<file path="src/rtl/mul_issue_ctrl.sv">
// Issue/retire sequencer for a fixed-latency pipelined 32x32 multiplier
// serving RV32M MUL/MULH/MULHSU/MULHU. Issue is credit-throttled so that
// every op leaving the multiplier pipeline always finds a free output slot.
module mul_issue_ctrl #(
  parameter int XLEN        = 32,
  parameter int MUL_LATENCY = 4,
  parameter int TAG_W       = 5,
  parameter int OUT_DEPTH   = 4
) (
  input  logic              clk,
  input  logic              rst,
  input  logic              flush_i,
  input  logic              req_valid_i,
  output logic              req_ready_o,
  input  logic [1:0]        req_op_i,
  input  logic [XLEN-1:0]   req_rs1_i,
  input  logic [XLEN-1:0]   req_rs2_i,
  input  logic [TAG_W-1:0]  req_tag_i,
  output logic              mul_start_o,
  output logic              mul_signed_o,
  output logic [XLEN-1:0]   mul_x_o,
  output logic [XLEN-1:0]   mul_y_o,
  input  logic [2*XLEN-1:0] mul_result_i,
  output logic              rsp_valid_o,
  input  logic              rsp_ready_i,
  output logic [XLEN-1:0]   rsp_data_o,
  output logic [TAG_W-1:0]  rsp_tag_o,
  output logic              busy_o
);

  localparam int PTR_W = (OUT_DEPTH > 1) ? $clog2(OUT_DEPTH) : 1;
  localparam int CNT_W = PTR_W + 1;

  localparam logic [1:0] OP_MUL    = 2'b00;
  localparam logic [1:0] OP_MULH   = 2'b01;
  localparam logic [1:0] OP_MULHSU = 2'b10;
  localparam logic [1:0] OP_MULHU  = 2'b11;

  // The multiplier runs MULHSU unsigned; subtracting rs2 when rs1 is negative
  // turns the unsigned high word into the signed-by-unsigned high word.
  function automatic logic [XLEN-1:0] sel_result(
    input logic [1:0]        op,
    input logic [2*XLEN-1:0] prod,
    input logic              rs1_neg,
    input logic [XLEN-1:0]   rs2
  );
    logic [XLEN-1:0] hi;
    hi = prod[2*XLEN-1:XLEN];
    case (op)
      OP_MUL:           sel_result = prod[XLEN-1:0];
      OP_MULHSU:        sel_result = hi - (rs1_neg ? rs2 : '0);
      OP_MULH, OP_MULHU: sel_result = hi;
      default:          sel_result = hi;
    endcase
  endfunction

  // Issue stage
  logic              iss_vld_q, iss_vld_d;
  logic [1:0]        iss_op_q, iss_op_d;
  logic [TAG_W-1:0]  iss_tag_q, iss_tag_d;
  logic [XLEN-1:0]   mul_x_q, mul_x_d;
  logic [XLEN-1:0]   mul_y_q, mul_y_d;
  logic              mul_signed_q, mul_signed_d;

  // Tracking slots, slot[MUL_LATENCY-1] lines up with the product
  logic [MUL_LATENCY-1:0] slot_vld_q, slot_vld_d;
  logic [MUL_LATENCY-1:0] slot_neg_q, slot_neg_d;
  logic [1:0]             slot_op_q  [MUL_LATENCY];
  logic [1:0]             slot_op_d  [MUL_LATENCY];
  logic [TAG_W-1:0]       slot_tag_q [MUL_LATENCY];
  logic [TAG_W-1:0]       slot_tag_d [MUL_LATENCY];
  logic [XLEN-1:0]        slot_rs2_q [MUL_LATENCY];
  logic [XLEN-1:0]        slot_rs2_d [MUL_LATENCY];

  // Output FIFO and credit counters
  logic [XLEN-1:0]   fifo_data_q [OUT_DEPTH];
  logic [TAG_W-1:0]  fifo_tag_q  [OUT_DEPTH];
  logic [PTR_W-1:0]  wr_ptr_q, wr_ptr_d;
  logic [PTR_W-1:0]  rd_ptr_q, rd_ptr_d;
  logic [CNT_W-1:0]  fifo_cnt_q, fifo_cnt_d;
  logic [CNT_W-1:0]  inflight_q, inflight_d;

  logic              accept;
  logic              ret_vld;
  logic              push;
  logic              pop;
  logic [XLEN-1:0]   ret_data;
  logic [CNT_W:0]    credit_used;

  assign credit_used = {1'b0, fifo_cnt_q} + {1'b0, inflight_q};
  assign req_ready_o = !rst && !flush_i && (credit_used < (CNT_W+1)'(OUT_DEPTH));
  assign accept      = req_valid_i && req_ready_o;

  assign ret_vld  = slot_vld_q[MUL_LATENCY-1];
  assign ret_data = sel_result(slot_op_q[MUL_LATENCY-1], mul_result_i,
                               slot_neg_q[MUL_LATENCY-1], slot_rs2_q[MUL_LATENCY-1]);
  assign push     = ret_vld && !flush_i;
  assign pop      = rsp_valid_o && rsp_ready_i;

  assign mul_start_o  = iss_vld_q;
  assign mul_signed_o = mul_signed_q;
  assign mul_x_o      = mul_x_q;
  assign mul_y_o      = mul_y_q;
  assign rsp_valid_o  = (fifo_cnt_q != '0);
  assign rsp_data_o   = rsp_valid_o ? fifo_data_q[rd_ptr_q] : '0;
  assign rsp_tag_o    = rsp_valid_o ? fifo_tag_q[rd_ptr_q] : '0;
  assign busy_o       = (inflight_q != '0) || (fifo_cnt_q != '0);

  // Capture accepted request; operands hold between issues
  always_comb begin
    iss_vld_d    = accept;
    iss_op_d     = iss_op_q;
    iss_tag_d    = iss_tag_q;
    mul_x_d      = mul_x_q;
    mul_y_d      = mul_y_q;
    mul_signed_d = mul_signed_q;
    if (accept) begin
      iss_op_d     = req_op_i;
      iss_tag_d    = req_tag_i;
      mul_x_d      = req_rs1_i;
      mul_y_d      = req_rs2_i;
      mul_signed_d = (req_op_i == OP_MULH);
    end
  end

  // Advance the tracking slots one step per cycle, flush kills them all
  always_comb begin
    slot_vld_d[0] = iss_vld_q;
    slot_neg_d[0] = mul_x_q[XLEN-1];
    slot_op_d[0]  = iss_op_q;
    slot_tag_d[0] = iss_tag_q;
    slot_rs2_d[0] = mul_y_q;
    for (int i = 1; i < MUL_LATENCY; i++) begin
      slot_vld_d[i] = slot_vld_q[i-1];
      slot_neg_d[i] = slot_neg_q[i-1];
      slot_op_d[i]  = slot_op_q[i-1];
      slot_tag_d[i] = slot_tag_q[i-1];
      slot_rs2_d[i] = slot_rs2_q[i-1];
    end
    if (flush_i) begin
      slot_vld_d = '0;
    end
  end

  // FIFO pointers and both credit counters
  always_comb begin
    wr_ptr_d   = wr_ptr_q + PTR_W'(push);
    rd_ptr_d   = rd_ptr_q + PTR_W'(pop);
    fifo_cnt_d = fifo_cnt_q + CNT_W'(push) - CNT_W'(pop);
    inflight_d = inflight_q + CNT_W'(accept) - CNT_W'(ret_vld);
    if (flush_i) begin
      wr_ptr_d   = '0;
      rd_ptr_d   = '0;
      fifo_cnt_d = '0;
      inflight_d = '0;
    end
  end

  // Control state and multiplier-facing outputs, cleared by reset
  always_ff @(posedge clk) begin
    if (rst) begin
      iss_vld_q    <= 1'b0;
      mul_x_q      <= '0;
      mul_y_q      <= '0;
      mul_signed_q <= 1'b0;
      slot_vld_q   <= '0;
      wr_ptr_q     <= '0;
      rd_ptr_q     <= '0;
      fifo_cnt_q   <= '0;
      inflight_q   <= '0;
    end else begin
      iss_vld_q    <= iss_vld_d;
      mul_x_q      <= mul_x_d;
      mul_y_q      <= mul_y_d;
      mul_signed_q <= mul_signed_d;
      slot_vld_q   <= slot_vld_d;
      wr_ptr_q     <= wr_ptr_d;
      rd_ptr_q     <= rd_ptr_d;
      fifo_cnt_q   <= fifo_cnt_d;
      inflight_q   <= inflight_d;
    end
  end

  // Payload registers, qualified by the valid bits above
  always_ff @(posedge clk) begin
    iss_op_q   <= iss_op_d;
    iss_tag_q  <= iss_tag_d;
    slot_neg_q <= slot_neg_d;
    for (int i = 0; i < MUL_LATENCY; i++) begin
      slot_op_q[i]  <= slot_op_d[i];
      slot_tag_q[i] <= slot_tag_d[i];
      slot_rs2_q[i] <= slot_rs2_d[i];
    end
    if (push) begin
      fifo_data_q[wr_ptr_q] <= ret_data;
      fifo_tag_q[wr_ptr_q]  <= slot_tag_q[MUL_LATENCY-1];
    end
  end

endmodule

</file>
<file path="config.mk">
export PLATFORM = sky130hd
export DESIGN_NAME = mul_issue_ctrl
export DESIGN_NICKNAME = d
export VERILOG_FILES = /design/src/rtl/mul_issue_ctrl.sv
export SDC_FILE = /design/constraint.sdc
export NUM_CORES = 1
export LEC_CHECK = 0
export BUFFER_PORTS_ARGS = -buffer_cell sky130_fd_sc_hd__buf_2
export CAP_MARGIN = 30
export CORE_MARGIN = 5
export CORE_UTILIZATION = 40
export DETAILED_ROUTE_END_ITERATION = 12
export GPL_TIMING_DRIVEN = 0
export PLACE_DENSITY = 0.65
export SLEW_MARGIN = 20
export SYNTH_ARGS = -nofsm -noshare
export SYNTH_HDL_FRONTEND = slang
export SYNTH_SLANG_ARGS = --single-unit
</file>
<file path="constraint.sdc">
create_clock -name clk -period 7.6 [get_ports clk]
set_input_delay 0.76 -clock clk [delete_from_list [all_inputs] [get_ports clk]]
set_output_delay 0.76 -clock clk [all_outputs]
set_load 0.02 [all_outputs]
</file>
# Yosys cells after proc, flatten, opt, wreduce, memory -nomap -nowiden
# Memories as Yosys holds them, arrays and structs flattened. A register that Yosys moved wholly into a read port is not among the register bits.
# Cells that the tools add are included.
# W data, S select, Z words.
# totals
reg_bits,91
ramBits,304
input_bits,140
memories,5
# op_classes
addsub,8
magnitude_cmp,1
n_eq_ne,4
n_mux,8
n_reduce_logical,13
# mem_list
name,words,word_bits,read_ports,rd_ports_with_merged_regs,write_ports,line,text
fifo_data_q,4,32,1,1,1,76,logic [XLEN-1:0] fifo_data_q [OUT_DEPTH];
slot_rs2_q,4,32,4,0,4,72,logic [XLEN-1:0] slot_rs2_q [MUL_LATENCY];
fifo_tag_q,4,5,1,1,1,77,logic [TAG_W-1:0] fifo_tag_q [OUT_DEPTH];
slot_tag_q,4,5,4,0,4,70,logic [TAG_W-1:0] slot_tag_q [MUL_LATENCY];
slot_op_q,4,2,4,0,4,68,logic [1:0] slot_op_q [MUL_LATENCY];
# ops
cell,count
$pmux W32 S3,1
$mux W32,2
$sub A32 B32 Y32,1
$add A3 B1 Y3,2
$reduce_bool A3 Y1,2
$sub A3 B1 Y3,2
$logic_and A1 B1 Y1,5
$mux W5,1
$add A2 B1 Y2,2
$add A3 B3 Y4,1
$eq A2 B1 Y1 const B,2
$eq A2 B2 Y1 const B,2
$lt A4 B3 Y1 const B,1
$mux W2,2
$reduce_or A2 Y1,2
$logic_not A1 Y1,2
$logic_not A2 Y1,1
$mux W1,2
$logic_or A1 B1 Y1,1

# Logic depth before layout (Yosys ltp)
# logic_depth
word_depth,6
mapped_depth,13

# Worst setup path before layout
# Ideal clock, no wire load.
# synth_timing
path_kind,in2reg
start,input flush_i
end,"memory fifo_data_q[1][0], enable pin"
setup_time_ns,0.485
arrival_ns,3.715
path_slack_ns,3.399
cell_stages,2
path_buffers,0
path_cell_list,nand2b_1 -> nor3b_1
# synth_between
elab_chain_len,4
# synth_rtl
element,line,text
"start, declared",12,"input logic flush_i,"
$logic_not A1 Y1,97,assign push = ret_vld && !flush_i;
$logic_and A1 B1 Y1,97,
$mux W1,194,if (push) begin
$mux W1 (implied by the code),195,fifo_data_q[wr_ptr_q] <= ret_data;
"end, declared",76,
# No other way between the ends.

# Final worst setup path
# layout_timing
start,register slot_neg_q[3]
end,"memory fifo_data_q[1][29], data pin"
# layout_between
elab_chain_len,3
# layout_rtl
element,line,text
"start, declared",67,"logic [MUL_LATENCY-1:0] slot_neg_q, slot_neg_d;"
"start signal, assigned",188,slot_neg_q <= slot_neg_d;
$mux W32,51,OP_MULHSU: sel_result = hi - (rs1_neg ? rs2 : '0);
$sub A32 B32 Y32,51,
$pmux W32 S3,49,case (op)
net ret_data[29],87,logic [XLEN-1:0] ret_data;
# The timed path passes the listed nets, and every way through them passes these cells.

==> flow_metrics.py <==
metrics = {
    "status": {
        "status": "finished clean",
    },
    "timing": {
        "setup_viol": 0,
        "hold_viol_final": 0,
        "report.final.slew_viol_count": 0,
        "fmax_mhz": 244,
        "worst_pin_slew_ns": 0.875,
        "min_period_ns": 4.10,
        "period_share_pct": 54.0,
        "fin_worst_skew_ns": 0.0192,
        "relSlewSlack_pct": 40.7,
        "rsz0062_at_grt": "false",
        "tns_ns": 0,
        "timing.hold.ws_ns": 0.309,
    },
    "logic_synthesis": {
        "syn_area_um2": 14700,
        "synthArstFlopShare_pct": 0,
        "synth.top_cells.by_area": "dfxtp_1 33%, edfxtp_1 32%, mux4_2 5.7%, nand2_1 5.3%, ha_1 3.9%",
        "avgSynthCellArea_um2": 12.7,
        "synthSimpleGateAreaFrac_pct": 9.97,
        "syn_nets": 1344,
        "ys.flop_type": "dfxtp_1",
        "synth_top_family_by_area": "simple AND/OR/NAND/NOR gates",
        "synthAdderAreaFrac_pct": 4.34,
        "ys_warn_count": 0,
        "yosys.area.top_type": "dfxtp_1",
        "synthXorXnorAreaFrac_pct": 1.85,
        "postSynthCellCount": 1155,
        "synthMuxAreaShare_pct": 7.19,
        "ys_seq_area_share_pct": 64.5,
        "synth_compound_area_share_pct": 8.19,
        "synth_top_cell_area_share_pct": 32.8,
        "ys_ff_latch": 395,
        "synth_edf_count": 155,
        "synth.distinct_cells": 67,
    },
    "global_routing": {
        "grt_use_total_pct": 16.4,
        "grt_max_degree": 28,
        "first_global_vias": 9697,
        "antenna_found_initial": 5,
        "grt_pass1_wl_um": 53100,
        "grt-ovfl-total": 0,
    },
    "placed_design": {
        "port-buffer-count": 245,
        "gp_congestion": 0.911,
        "hpwl_um": 25800,
    },
    "clock_tree": {
        "cts.sinks": 395,
        "path_clk_slew_ns": 0.06,
        "clockRootBuffer": "clkbuf_16",
        "tritoncts": "yes",
        "cts-resized-gates": 0,
        "cts_hold_buffers": 0,
        "cts.htree.levels": 2,
        "cts_buffers": 40,
        "cts_max_path_buffers": 3,
        "clk-insertion-delay-late_ns": 0.52,
        "post_cts_buffers": 0,
    },
    "power_and_ir_drop": {
        "power_density_nw_per_um2": 249,
        "power_mw": 4.46,
        "leakagePower_nw": 7.25,
        "peakVddDrop_mv": 0.148,
    },
    "drt": {
        "route.detailed.drc": 0,
        "routedWlPerCell_um": 17.3,
        "drt-pass1-iter-count": 5,
        "dr_total_vias": 9349,
        "wl_um": 33800,
        "viasPerCell": 4.78,
        "drt_iter0_drc": 487,
        "drtAntennaViolNets": 0,
    },
    "worst_hold_path": {
        "hold_start": "slot_rs2_q[2][4]$_DFF_P_",
        "hold_path_class": "register to register",
    },
    "cells_and_area": {
        "area_growth_pct": 22.4,
        "fin_nets": 1642,
        "fillers": 3212,
        "seqCellArea_um2": 9460,
        "drive_above_1_share_pct": 29.1,
        "final_util_pct": 49.3,
        "multi_input_comb_area_um2": 4640,
    },
    "worst_setup_path": {
        "critPathLaunchType": "register",
        "setup.worst_path.start": "slot_neg_q[3]$_DFF_P_",
        "cp.required_ns": 7.79,
        "cpMostUsedCell": "o311ai_1",
        "crit_arrival_ns": 4.29,
        "cpLargestDelayFamily": "compound AO/OA/AOI/OAI gates",
        "cp-end-kind": "register",
        "cp_slowest_cell": "o311ai_1",
        "crit_path_max_incr_delay_ns": 0.75,
        "path_class": "register to register",
        "crit_chain": "clkbuf_1 -> nand2_1 -> ha_1 -> o21a_1 -> o211ai_1 -> a211oi_1 -> o21ai_1 -> a21oi_1 -> and4bb_1 -> o311ai_1 -> o311ai_1",
        "reg2reg_from": "slot_neg_q[3]$_DFF_P_",
        "crit_buf_inv": 1,
        "critPathMaxFanout": 10,
    },
    "die": {
        "core_um2": 36400,
        "ioPinCount": 246,
        "die_x_um": 201,
        "die_y_um": 201,
        "dieArea_um2": 40600,
        "initial_core_util_pct": 40.2,
        "std_cell_rows": 70,
    },
    "flow_run": {
        "cap_violations": 0,
    },
}
## power by group
| part | total [mW] | leakage [nW] | internal, mW | switching, mW |
|---|---|---|---|---|
| Clock | 1.95 | 0.662 | 1.17 | 0.784 |
| Sequential | 2.26 | 3.36 | 2.24 | 0.0142 |
| Combinational | 0.255 | 3.23 | 0.104 | 0.151 |
| Total | 4.46 | 7.25 | 3.51 | 0.949 |
## synthesized netlist by cell type (all sizes together), types with 19 or more instances
cell    number
nand2      206
o21ai       41
nor2        27
and2        52
dfxtp      240
buf         48
ha          46
mux4        37
xnor2       19
edfxtp     155
mux2i       22
clkbuf      38
a21oi       93
## layer usage
| layer | global-route usage [%] | part of all wire (%) | vias up |
|---|---|---|---|
| met5 | 0 | 0.10 | - |
| met4 | 5.52 | 3.0 | 4 |
| met3 | 3.82 | 5.6 | 67 |
| met2 | 27.9 | 49 | 246 |
| met1 | 20.6 | 43 | 4391 |
| li1 | - | - | 4641 |
## state kept, by name, indices dropped and copies added, names as in the netlist, 4 cells and up
signal	cells
slot_rs2_q	128
fifo_tag_q	20
slot_vld_q	4
fifo_data_q	128
slot_neg_q	4
iss_tag_q	5
slot_tag_q	20
mul_y_o	32
slot_op_q	8
mul_x_o	32
## layout by cell type (no fill, tap or decap), types with 6 or more instances in the layout
cell / synthesis / final
clkbuf_1: 34 / 42
xnor2_1: 19 / 19
clkbuf_8: 2 / 8
mux2i_1: 22 / 22
dfxtp_1: 240 / 240
nor2_1: 26 / 25
a22oi_1: 8 / 8
buf_2: 7 / 252
clkinv_2: 0 / 6
edfxtp_1: 155 / 155
a21o_1: 13 / 13
nand3_1: 6 / 6
o21ai_0: 29 / 29
ha_1: 46 / 46
nand2_1: 206 / 206
a21oi_1: 91 / 91
inv_1: 15 / 15
o21a_1: 6 / 6
buf_4: 37 / 46
o21ai_1: 11 / 11
xor2_1: 12 / 12
clkbuf_16: 0 / 43
and2_1: 52 / 52
mux4_2: 37 / 37
## stage by stage
step	setup WS [ns]	instances	area (um2)
final	3.50	1954	17900
after global routing	3.15	1954	17900
after detailed placement	3.49	1879	16600
after global placement	1.22	1868	16500
after CTS	3.46	1951	17900
after floorplan	3.40	1155	14700
## path summary, 6_finish.rpt
check                            endpoint  slack, ns  depth (start not counted)
max reg2reg  fifo_data_q[1][29]$_DFFE_PP_       3.50                         11
min reg2reg      slot_rs2_q[3][4]$_DFF_P_       0.31                          0
min              slot_rs2_q[3][4]$_DFF_P_       0.31                          0
max          fifo_data_q[1][29]$_DFFE_PP_       3.50                         11
## cell type report
class                   instances  share of cell area, %
well taps                     468                   3.26
flip-flops and latches        395                   52.7
repair buffers                256                   7.43
plain buffers                  86                   2.89
clock inverters                15                  0.864
inverters                      16                  0.335
diodes                          3                 0.0418
multi-input cells             658                   25.9
clock buffers                  57                   6.62
## kinds of logic after synthesis
group / count (synthesis)
flip-flops: 395
AND/OR/NAND/NOR: 325
adder cells (fa/ha/maj): 49
multiplexers: 59
AO/OA/AOI/OAI: 194
buffers and inverters: 102
XOR/XNOR: 31
(Power assumes the default switching activity.)
